<file path="config.mk">
export PLATFORM = sky130hd
export DESIGN_NAME = imem_load_ctrl
export DESIGN_NICKNAME = d
export VERILOG_FILES = /design/src/rtl/imem_load_ctrl.sv
export SDC_FILE = /design/constraint.sdc
export NUM_CORES = 1
export LEC_CHECK = 0
export ABC_AREA = 0
export CORE_MARGIN = 10
export CORE_UTILIZATION = 32
export CTS_BUF_LIST = sky130_fd_sc_hd__clkbuf_2
export DETAILED_ROUTE_END_ITERATION = 6
export PLACE_DENSITY = 0.78
export SLEW_MARGIN = 0
export SYNTH_ARGS = -nofsm -noshare
export SYNTH_HDL_FRONTEND = slang
export SYNTH_SLANG_ARGS = --single-unit
</file>
<file path="constraint.sdc">
create_clock -name clk -period 1.9 [get_ports clk]
set_input_delay 0.38 -clock clk [delete_from_list [all_inputs] [get_ports clk]]
set_output_delay 0.38 -clock clk [all_outputs]
set_load 0.02 [all_outputs]
</file>
<file path="src/rtl/imem_load_ctrl.sv">
`default_nettype none
// ============================================================================
//  Module   : imem_load_ctrl
//  Purpose  : Arbitrates the instruction-memory port between a program loader
//             and IF fetch, holding the core in reset until a program is ready.
//  Revision : 1.0 - initial release
// ============================================================================
module imem_load_ctrl #(
    parameter int ADDR_WIDTH = 11,
    parameter int DEPTH      = 2048
) (
    input  logic                  clk,
    input  logic                  rst,
    input  logic                  ld_start,
    input  logic                  ld_valid,
    input  logic [31:0]           ld_data,
    input  logic                  ld_last,
    output logic                  ld_ready,
    input  logic                  run_go,
    input  logic                  hazard_freeze,
    input  logic [31:0]           if_pc,
    output logic                  if_freeze,
    output logic                  if_rst,
    output logic                  mem_we,
    output logic [ADDR_WIDTH-1:0] mem_addr,
    output logic [31:0]           mem_wdata,
    output logic                  busy,
    output logic [ADDR_WIDTH:0]   ld_count,
    output logic                  ld_overflow
);

    localparam logic [1:0] c_IDLE  = 2'd0;
    localparam logic [1:0] c_LOAD  = 2'd1;
    localparam logic [1:0] c_FLUSH = 2'd2;
    localparam logic [1:0] c_RUN   = 2'd3;

    localparam logic [ADDR_WIDTH-1:0] c_LAST_ADDR = ADDR_WIDTH'(DEPTH - 1);
    localparam logic [ADDR_WIDTH:0]   c_DEPTH_CNT = (ADDR_WIDTH + 1)'(DEPTH);

    logic [1:0]            r_state;
    logic [ADDR_WIDTH-1:0] r_ptr;
    logic [ADDR_WIDTH:0]   r_count;
    logic                  r_overflow;

    logic w_in_load;
    logic w_in_run;
    logic w_xfer;
    logic w_unused_pc;

    assign w_in_load = (r_state == c_LOAD);
    assign w_in_run  = (r_state == c_RUN);
    assign w_xfer    = w_in_load & ld_valid;

    // Write strobe is same-cycle so a word lands in memory as it is accepted.
    assign ld_ready    = w_in_load;
    assign mem_we      = w_xfer;
    assign mem_wdata   = w_in_load ? ld_data : 32'd0;
    assign mem_addr    = w_in_run ? if_pc[ADDR_WIDTH+1:2] : r_ptr;
    assign if_rst      = ~w_in_run;
    assign if_freeze   = w_in_run ? hazard_freeze : 1'b1;
    assign busy        = ~w_in_run;
    assign ld_count    = r_count;
    assign ld_overflow = r_overflow;

    // Byte offset and high PC bits have no meaning for word-addressed fetch.
    assign w_unused_pc = ^{if_pc[31:ADDR_WIDTH+2], if_pc[1:0]};

    always_ff @(posedge clk) begin
        if (rst) begin
            r_state    <= c_IDLE;
            r_ptr      <= '0;
            r_count    <= '0;
            r_overflow <= 1'b0;
        end else begin
            case (r_state)
                c_IDLE: begin
                    if (ld_start) begin
                        r_state    <= c_LOAD;
                        r_ptr      <= '0;
                        r_count    <= '0;
                        r_overflow <= 1'b0;
                    end else if (run_go) begin
                        r_state <= c_FLUSH;
                    end
                end
                c_LOAD: begin
                    if (w_xfer) begin
                        // DEPTH is a power of two, so the pointer wraps to 0 on its own.
                        r_ptr <= r_ptr + 1'b1;
                        if (r_count != c_DEPTH_CNT) begin
                            r_count <= r_count + 1'b1;
                        end
                        if (ld_last) begin
                            r_state <= c_FLUSH;
                        end else if (r_ptr == c_LAST_ADDR) begin
                            r_overflow <= 1'b1;
                            r_state    <= c_FLUSH;
                        end
                    end
                end
                c_FLUSH: begin
                    r_state <= c_RUN;
                end
                c_RUN: begin
                    if (ld_start) begin
                        r_state    <= c_LOAD;
                        r_ptr      <= '0;
                        r_count    <= '0;
                        r_overflow <= 1'b0;
                    end
                end
                default: begin
                    r_state <= c_IDLE;
                end
            endcase
        end
    end

endmodule
`default_nettype wire

</file>
After elaboration in Yosys (flattened, before gate mapping)
Cells that the tools add are included.
W data, S select, Z words.
{ "word_totals": {"regBits": 26, "latch_bits": 0, "ramBits": 0, "mem_bits_ro": 0, "in_bits": 71, "output_inout_bits": 61, "elab_cells": 50, "memories": 0} }
{ "op_classes": {"add_sub_neg": 2, "mul": 0, "div": 0, "n_lt_le_gt_ge": 0, "eq_ne": 13, "shift": 0, "muxes": 22, "n_bitwise": 2, "reduce_logical": 7} }
{ "ops": {"columns": ["op", "count"], "rows": [
  ["$mux W12", 3],
  ["$mux W11", 3],
  ["$mux W32", 1],
  ["$pmux W12 S2", 1],
  ["$pmux W11 S2", 1],
  ["$add A12 B1 Y12 const B", 1],
  ["$mux W2", 6],
  ["$ne A12 B12 Y1 const B", 1],
  ["$add A11 B1 Y11 const B", 1],
  ["$eq A11 B11 Y1 const B", 1],
  ["$pmux W2 S4", 1],
  ["$reduce_and A4 Y1", 2],
  ["$ne A2 B1 Y1 const B", 3],
  ["$ne A2 B2 Y1 const B", 3],
  ["$mux W1", 5],
  ["$reduce_and A5 Y1", 1],
  ["$eq A2 B2 Y1 const B", 2],
  ["$ne A3 B2 Y1 const B", 1],
  ["$ne A3 B3 Y1 const B", 1],
  ["$reduce_and A3 Y1", 1],
  ["$eq A2 B1 Y1 const B", 1],
  ["$logic_not A2 Y1", 1],
  ["$pmux W1 S2", 1],
  ["$reduce_bool A2 Y1", 1],
  ["3 further kinds", 3]
]} }

Longest topological paths before layout
Gate-level depths: netlist of the first run.
{ "depth": {"depth_word": 5, "depth_mapped": 9, "mapped_depth_nobuf": 6} }

Worst setup path before layout of the first run
OpenSTA, ideal clock, no wires.
{ "synth_timing": {"path_kind": "register to register", "from": "register r_state[0]", "to": "register r_ptr[9]", "setup_ns": 0.070, "t_arrival_ns": 2.029, "required_ns": 1.830, "path_slack_ns": -0.199, "stages_incl_launch_ff": 7, "n_path_buf": 0, "period_less_slack_ns": 2.099, "path_cell_list": "dfxtp_1 > inv_1 > ha_1 > mux2i_1 > or3_1 > or4_1 > a21oi_1"} }
{ "synth_via": {"elab_chain_len": 4, "elab_cells_between_ends": 10, "cone_classes": "eq/ne: 4; mux: 1; bitwise: 1; reduce/logical: 4"} }
{ "synth_lines": {"columns": ["item", "line_no", "source"], "rows": [
  ["start: declaration", "40", "logic [1:0] r_state;"],
  ["start signal: assignment", "70", "r_state <= c_IDLE;"],
  ["start signal: assignment", "78", "r_state <= c_LOAD;"],
  ["start signal: assignment", "83", "r_state <= c_FLUSH;"],
  ["$eq A2 B2 Y1 (tied with other cells)", "75", "case (r_state)"],
  ["$reduce_or A2 Y1 (no source line) / $and A1 B1 Y1 (equally long branches)", null, null],
  ["$ne A2 B1 Y1 (no source line) (tied with other cells)", null, null],
  ["$reduce_and A3 Y1 (no source line)", null, null],
  ["end signal: assignment", "89", "r_ptr <= r_ptr + 1'b1;"],
  ["end: declaration", "41", "logic [ADDR_WIDTH-1:0] r_ptr;"]
]} }
Parallel ways exist; a longest one is shown, timed or not.
A chain may end at the register's enable or synchronous reset.

Final worst setup path of the first run
{ "layout_timing": {"from": "register r_state[1]", "to": "register r_ptr[9]"} }
Same word-level chain as after synthesis.

==> impl_summary.md, run 1 <==
Synth
Counting every instance in the synthesized netlist gives around 220. The fraction of synthesis flops using an asynchronous set or reset pin is 0%. Among all flip-flop cells after synthesis, the most frequent one is dfxtp_1.

After synthesis, the mean cell area works out to around 8.0 um^2. For this run, the number of Yosys warnings is 0. The number of enable-type register cells in the synthesized netlist is 0. The number of distinct library cell variants in the gate-level netlist after synthesis is 40. Sequential elements use about 29% of the synthesized area. After synthesis the netlist holds a flip-flop and latch count of 26.

The total standard cell area after synthesis is 1790 um^2. The net count after synthesis is approximately 300.

Power
The static leakage is roughly 1.7 nW. VDD sags by at most 0.408 mV. The power per standard cell area is between 800 and 900 nW/um^2.

Place
The instance count after placement with tap cells included is ~420. The number of buffers added on ports is 110. Detailed placement finished with a half-perimeter wire length of 5.56 mm. The post-place setup slack is -0.278 ns.

The global placement routability congestion is around 0.8.

Worst setup path
STA puts the critical path data required time at 2.23 ns. The critical path launch point type is a flop. STA classifies the critical path endpoint as a flop. The category of the critical setup timing path is reg -> reg. The cell depth of the worst flop-to-flop path is 8. The maximum fanout along the worst path is 6. Data arrives at the worst endpoint at approximately 2.4 ns.

Die
The total area inside the core boundary comes to between 5000 and 6000 um^2. The count of pins on the block boundary is 132. The initial utilization of the core area, before any placement, comes to 32.6%.

The floorplan step set the die width to 94.7 um. The die covers approximately 9000 um^2. The number of placement rows is 27. The die extent in y is about 95 um.

STA
In the post-route analysis, the smallest setup slack over all paths is -0.190 ns. The count of final hold-check violations is 0. The transition time at the pin with the least slew margin is ~0.54 ns. The worst max-slew margin expressed relative to the limit is between 60% and 70%. Setup repair after global routing could not meet its margin everywhere. For the final database, setup skew stands at around 0.0028 ns.

The shortest clock period the worst path allows after layout is around 2.1 ns. The maximum operating frequency is approximately 480 MHz. The number of max-slew violations in the final report is 0. The share of the clock period used by the worst path after layout is 110%. The count of endpoints failing setup in the final report is between 40 and 50.

Run status
The checks that failed: negative setup slack. The flow ran to the end, but the final reports show violations.

Routing
The post-detailed-route wirelength per cell is around 19 um. The post-detailed-routing wire length is 8.56 mm. Across all layers, the routed design uses about 2.3k vias. The number of DRC violations after detailed-routing iteration 0 is 132. The detail route stage leaves a number of antenna-violating nets equal to 0. Before antenna repair, the detailed router went through 4 iterations. The vias per cell is approximately 5.1.

The final routed DRC violation total is 0.

CTS
The latest clock arrival within the worst-skew pair is between 0.3 and 0.4 ns. TritonCTS built the clock tree. The clock root buffer is clkbuf_2.

The clock buffer count from CTS is 3. The depth of the CTS H-tree is 1. In this run the deepest clock path goes through 2 buffers. For this design, the CTS-stage hold fixing added 0 buffers. The CTS sink count is 26. The clock-pin transition on the worst setup and hold timing paths is approximately 0.25 ns.

Layout
The layout net count is between 400 and 500. In the layout the commonest cells are buf_6, clkdlybuf4s50_1, buf_4. Of the cells placed in the final design, the portion with a size suffix greater than 1 is between 40% and 50%.

The number of antenna diodes in the final layout is 0. The most frequent standard cell in the layout excluding fill and tap cells is buf_6. The non-filler instance count after layout is 449. From synthesis to final layout, the design area changed by 119%.

Global routing
The overall track demand over capacity in global routing is about 17%. The first-pass GRT wire length is between 10 and 15 mm. The via count of the first global-routing pass came to ~2.2k.

The total grt overflow is 0. Entering global routing, the biggest net connects 15 pins. The initial antenna violation count is 0.

Hold path
The worst hold path passes through 2 cells. The class of the tightest hold or removal check is reg -> reg.

Run
Across the run, the number of max-cap violations was 0.
## power breakdown
part | internal, mW | switching [mW]
Combinational | 1.22 | 1.05
Sequential | 0.594 | 0.0469
Clock | 0.0457 | 0.175
Total | 1.86 | 1.27
## cells by family after synthesis
kind of cell / share of synthesized area, %
simple gates: 36.7
buf+inv: 4.49
compound gates: 10.7
xor+xnor: 4.91
flops: 29.2
fa+ha+maj: 4.91
mux: 9.25
## what timing repair did
item,CTS,global route
endpoints found under the setup margin,65,81
gates resized for setup,309,100
buffers inserted,18,8
pin swaps,9,27
gates cloned,0,2
## state kept, by name, indices dropped and copies added (netlist names)
signal       flops
r_state          2
ld_overflow      1
ld_count        12
r_ptr           11
## metal layers
layer / GRT usage (%) / vias up / routed length, um / share of wire (%)
li1: - / 1101 / - / -
met1: 18.5 / 1106 / 3230 / 38
met2: 31.6 / 88 / 4670 / 55
met3: 4.60 / 12 / 564 / 6.6
met4: 2.74 / 0 / 93 / 1.1
met5: 0 / - / 0 / 0
## area by class of cell
class / instances / area [um^2]
timing repair buffer: 161 / 1650
sequential: 26 / 537
fill: 427 / 1570
clock inverter: 1 / 3.75
inverter: 7 / 36.3
tap: 72 / 90.1
multi-input combinational: 179 / 1570
clock buffer: 3 / 15.0
## worst max-delay path: stages, from the launching register on
cell and delay, ns:
dfxtp_4 0.42, buf_6 0.11, inv_6 0.04, ha_4 0.18, clkbuf_16 0.16, nor2b_4 0.14
or3_4 0.39, or4_1 0.47, a21oi_1 0.14
## synthesized netlist by cell type (3+ instances only)
cell | count | area share [%]
and2_1 | 33 | 12
nor3_1 | 3 | 0.84
clkbuf_1 | 10 | 2.1
nand3_1 | 13 | 3.6
ha_1 | 7 | 4.9
mux2_2 | 12 | 7.6
nor2b_1 | 3 | 1.1
nor4_1 | 8 | 2.8
nand2_1 | 13 | 2.7
nand4_1 | 5 | 1.8
a21oi_1 | 12 | 3.4
nor2_1 | 15 | 3.2
inv_1 | 7 | 1.5
nand2b_1 | 4 | 1.4
o31ai_1 | 3 | 1.3
xor2_1 | 5 | 2.5
and3_1 | 3 | 1.1
xnor2_1 | 5 | 2.5
or3_1 | 6 | 2.1
mux2i_1 | 3 | 1.7
dfxtp_1 | 26 | 29
o21ai_0 | 6 | 1.7
## worst paths after layout
kind | start | to | slack (ns)
setup / recovery | r_state[1] | r_ptr[9] | -0.19
hold / removal | ld_count[2] | ld_count[2] | 0.52
setup reg to reg | r_state[1] | r_ptr[9] | -0.19
hold reg to reg | ld_count[2] | ld_count[2] | 0.52
## per-stage QoR
stage          power [mW]  hold WS [ns]  TNS (ns)  instance area, um^2  util, %
4_1_cts              2.76         0.518     -2.50                 3460     63.3
2_1_floorplan        1.46         0.457  -0.00842                 1830        -
5_1_grt              3.29         0.533     -7.66                 3910     71.4
6_report             3.13         0.520     -2.92                 3910     71.4
3_3_place_gp         2.16         0.477     -5.65                 3160     57.8
3_5_place_dp         2.18         0.490     -6.39                 3160     57.8
No activity file was read; power rests on OpenSTA's default activity.
==> run 2, diff against run 1 <==
CAP_MARGIN = 15   (was default)
==> results of run 2 <==
Final layout, timing and power as in run 1 (identical DEF).
==> run 3, diff against run 2 <==
CORE_UTILIZATION = 35   (was 32)
PLACE_DENSITY = 0.81   (was 0.78)
REMOVE_ABC_BUFFERS = 1   (was default)
clock period = 2.03 ns   (was 1.9 ns; I/O delays follow)
==> impl_summary.md, run 3 (synthesis gave the netlist of run 1 again) <==
Worst setup path
The sort of element at the end of the critical path is a flop. The number of buffers and inverters on the critical path is 2. On the critical path, the stage with the largest delay is an instance of or4_4.

Traced cell by cell, the critical path runs through buf_6 -> inv_4 -> ha_4 -> mux2i_4 -> or3_4 -> or4_4 -> a21oi_2. Broken down by cell family, the worst path's largest delay share belongs to simple AND/OR/NAND/NOR gates. The worst setup path is launched from a flop. For this run, the slowest stage of the critical path takes approximately 0.48 ns. The critical path required time is between 2 and 2.5 ns. The arrival time reported for the critical path endpoint is 2.33 ns.

The worst setup path is of the reg -> reg kind. The maximum fanout along the worst path is 3.

STA
Based on the critical path, the design can be clocked at up to 501 MHz. The shortest clock period the worst path allows after layout is between 1.5 and 2 ns. The number of max-slew violations in the final report is 0. Dividing the final minimum period by the clock period gives between 90% and 100%.

Setup repair after global routing could not meet its margin everywhere. The maximum clock skew at final layout is approximately 0.0090 ns. Setup violations remaining at the end of the flow were counted as 0. The count of final hold-check violations was 0.

The worst max-slew margin expressed relative to the limit is between 60% and 70%. The transition time at the pin with the least slew margin is 0.473 ns. In the final timing run, aggregate negative setup slack is 0 ns.

Global routing
Entering global routing, the biggest net connects 18 pins. The initial antenna violation count was 0. The first-pass GRT wire length is between 10 and 15 mm. The total grt overflow is 0.

Across every metal layer, demand over resource in global routing totals between 10% and 20%. The via count of the first global-routing pass is 2,127.

CTS
In this run the deepest clock path goes through 2 buffers. The CTS sink count is 26. The clock root buffer is clkbuf_2. The number of hold buffers added after CTS was 0. The CTS tree is built. The latest clock arrival within the worst-skew pair is between 0.3 and 0.4 ns. The clock-pin transition on the worst setup and hold timing paths is roughly 0.24 ns.

CTS built an H-tree with a depth of 1. In this run, CTS created clock tree buffers numbering 3.

Run status
The run finished with clean final reports.

Routing
The first-pass iteration count of the detailed router is 4. The post-detailed-routing wire length is between 6 and 7 mm. The routed layout has ~2.2k vias.

The number of DRC violations after detailed-routing iteration 0 is 85. For this run, design rule violations remaining after detail routing come to 0. Once detail routing completed, the nets flagged for antenna violations numbered 0. Dividing the detail-routed wire length by the instance count gives approximately 17 um. The vias per cell is 5.10.

Place
The global placement routability congestion is between 0.8 and 0.9. Input and output buffers added on the ports amount to 110. Summing all placed instances gives a cell area of approximately 3100 um^2.

After legalization and detailed placement, the total HPWL measured 5.62 mm.

Layout
The layout cell share with drive strength beyond 1 is about a third. The layout net count is between 400 and 500. The flip-flop count of the largest register after layout is 12.

The area growth from synthesis to layout is 77.4%. In the layout the commonest cells are clkdlybuf4s50_1, buf_2, and2_1. The total non-filler cell area in the finished layout is 3170 um^2. The antenna cell count is 0. Leaving out fill and tap cells, the most frequent cell in the layout is clkdlybuf4s50_1. The filler cells instantiated in the layout total roughly 430.

Die
For this configuration, the core starts out at a cell density of approximately 37%. The floorplan step set the die height to 91.4 um. The floorplan step defined a die boundary enclosing approximately 8400 um^2. The number of placement rows is 25. After floorplanning, the core was sized to cover slightly below 5000 um^2. Measured along the x axis, the die boundary spans slightly above 90 um.

For this design the top-level I/O count stands at approximately 130.

Power
The power per standard cell area is between 700 and 800 nW/um^2. The analysis attributes to cell leakage a power of 1.29 nW. The worst supply voltage drop on vdd is 0.474 mV.

Run
Max-cap violations in this run came to 0.

Hold path
The class of the tightest hold or removal check is reg -> reg.
==> run 3: per-layer routing <==
metal	GRT usage (%)	vias to the layer above	wire (um)
met5	0	-	0
met1	19.5	991	3010
met3	3.87	7	706
met4	5.61	0	110
li1	-	1058	-
met2	25.2	101	3160
==> run 3: stage by stage <==
step           power [mW]  utilization (%)  instances  hold slack (ns)  setup slack (ns)
5_1_grt              2.45             65.3        423            0.536           -0.0434
3_3_place_gp         1.98             64.6        415            0.478            -0.113
2_1_floorplan        1.25                -        211            0.454            -0.536
3_5_place_dp         2.01             64.6        415            0.479            -0.134
6_report             2.30             65.3        423            0.507            0.0349
4_1_cts              2.19             62.1        422            0.507           -0.0280
==> run 3: repair_timing <==
action                                  CTS  global route
pin swaps                                 1             8
buffers inserted                          2             0
resized for setup                       194            49
gates cloned                              1             1
endpoints found under the setup margin   52            57
==> run 3: worst paths after layout <==
kind                    from   endpoint  slack, ns  cells past startpoint
setup / recovery  r_state[0]   r_ptr[9]       0.03                      7
hold / removal     r_ptr[10]  r_ptr[10]       0.51                      2
setup reg to reg  r_state[0]   r_ptr[9]       0.03                      7
hold reg to reg    r_ptr[10]  r_ptr[10]       0.51                      2
==> run 3: cell type report <==
class | count | area, um^2 | area share, %
clock buffer | 3 | 15.0 | 0.474
clock inverter | 1 | 3.75 | 0.118
inverter | 7 | 28.8 | 0.908
multi-input combinational | 178 | 1310 | 41.5
sequential | 26 | 528 | 16.7
tap | 67 | 83.8 | 2.65
timing repair buffer | 141 | 1190 | 37.7
==> run 3: power breakdown <==
group	internal, mW	switching [mW]
clock	0.0427	0.159
sequential	0.551	0.0422
combinational	0.744	0.761
==> run 3: worst register-to-register path, cell delays in order, from the launching register on <==
cell and delay, ns:
dfxtp_2 0.42, buf_6 0.12, inv_4 0.04, ha_4 0.22
mux2i_4 0.19, or3_4 0.37, or4_4 0.48, a21oi_2 0.11
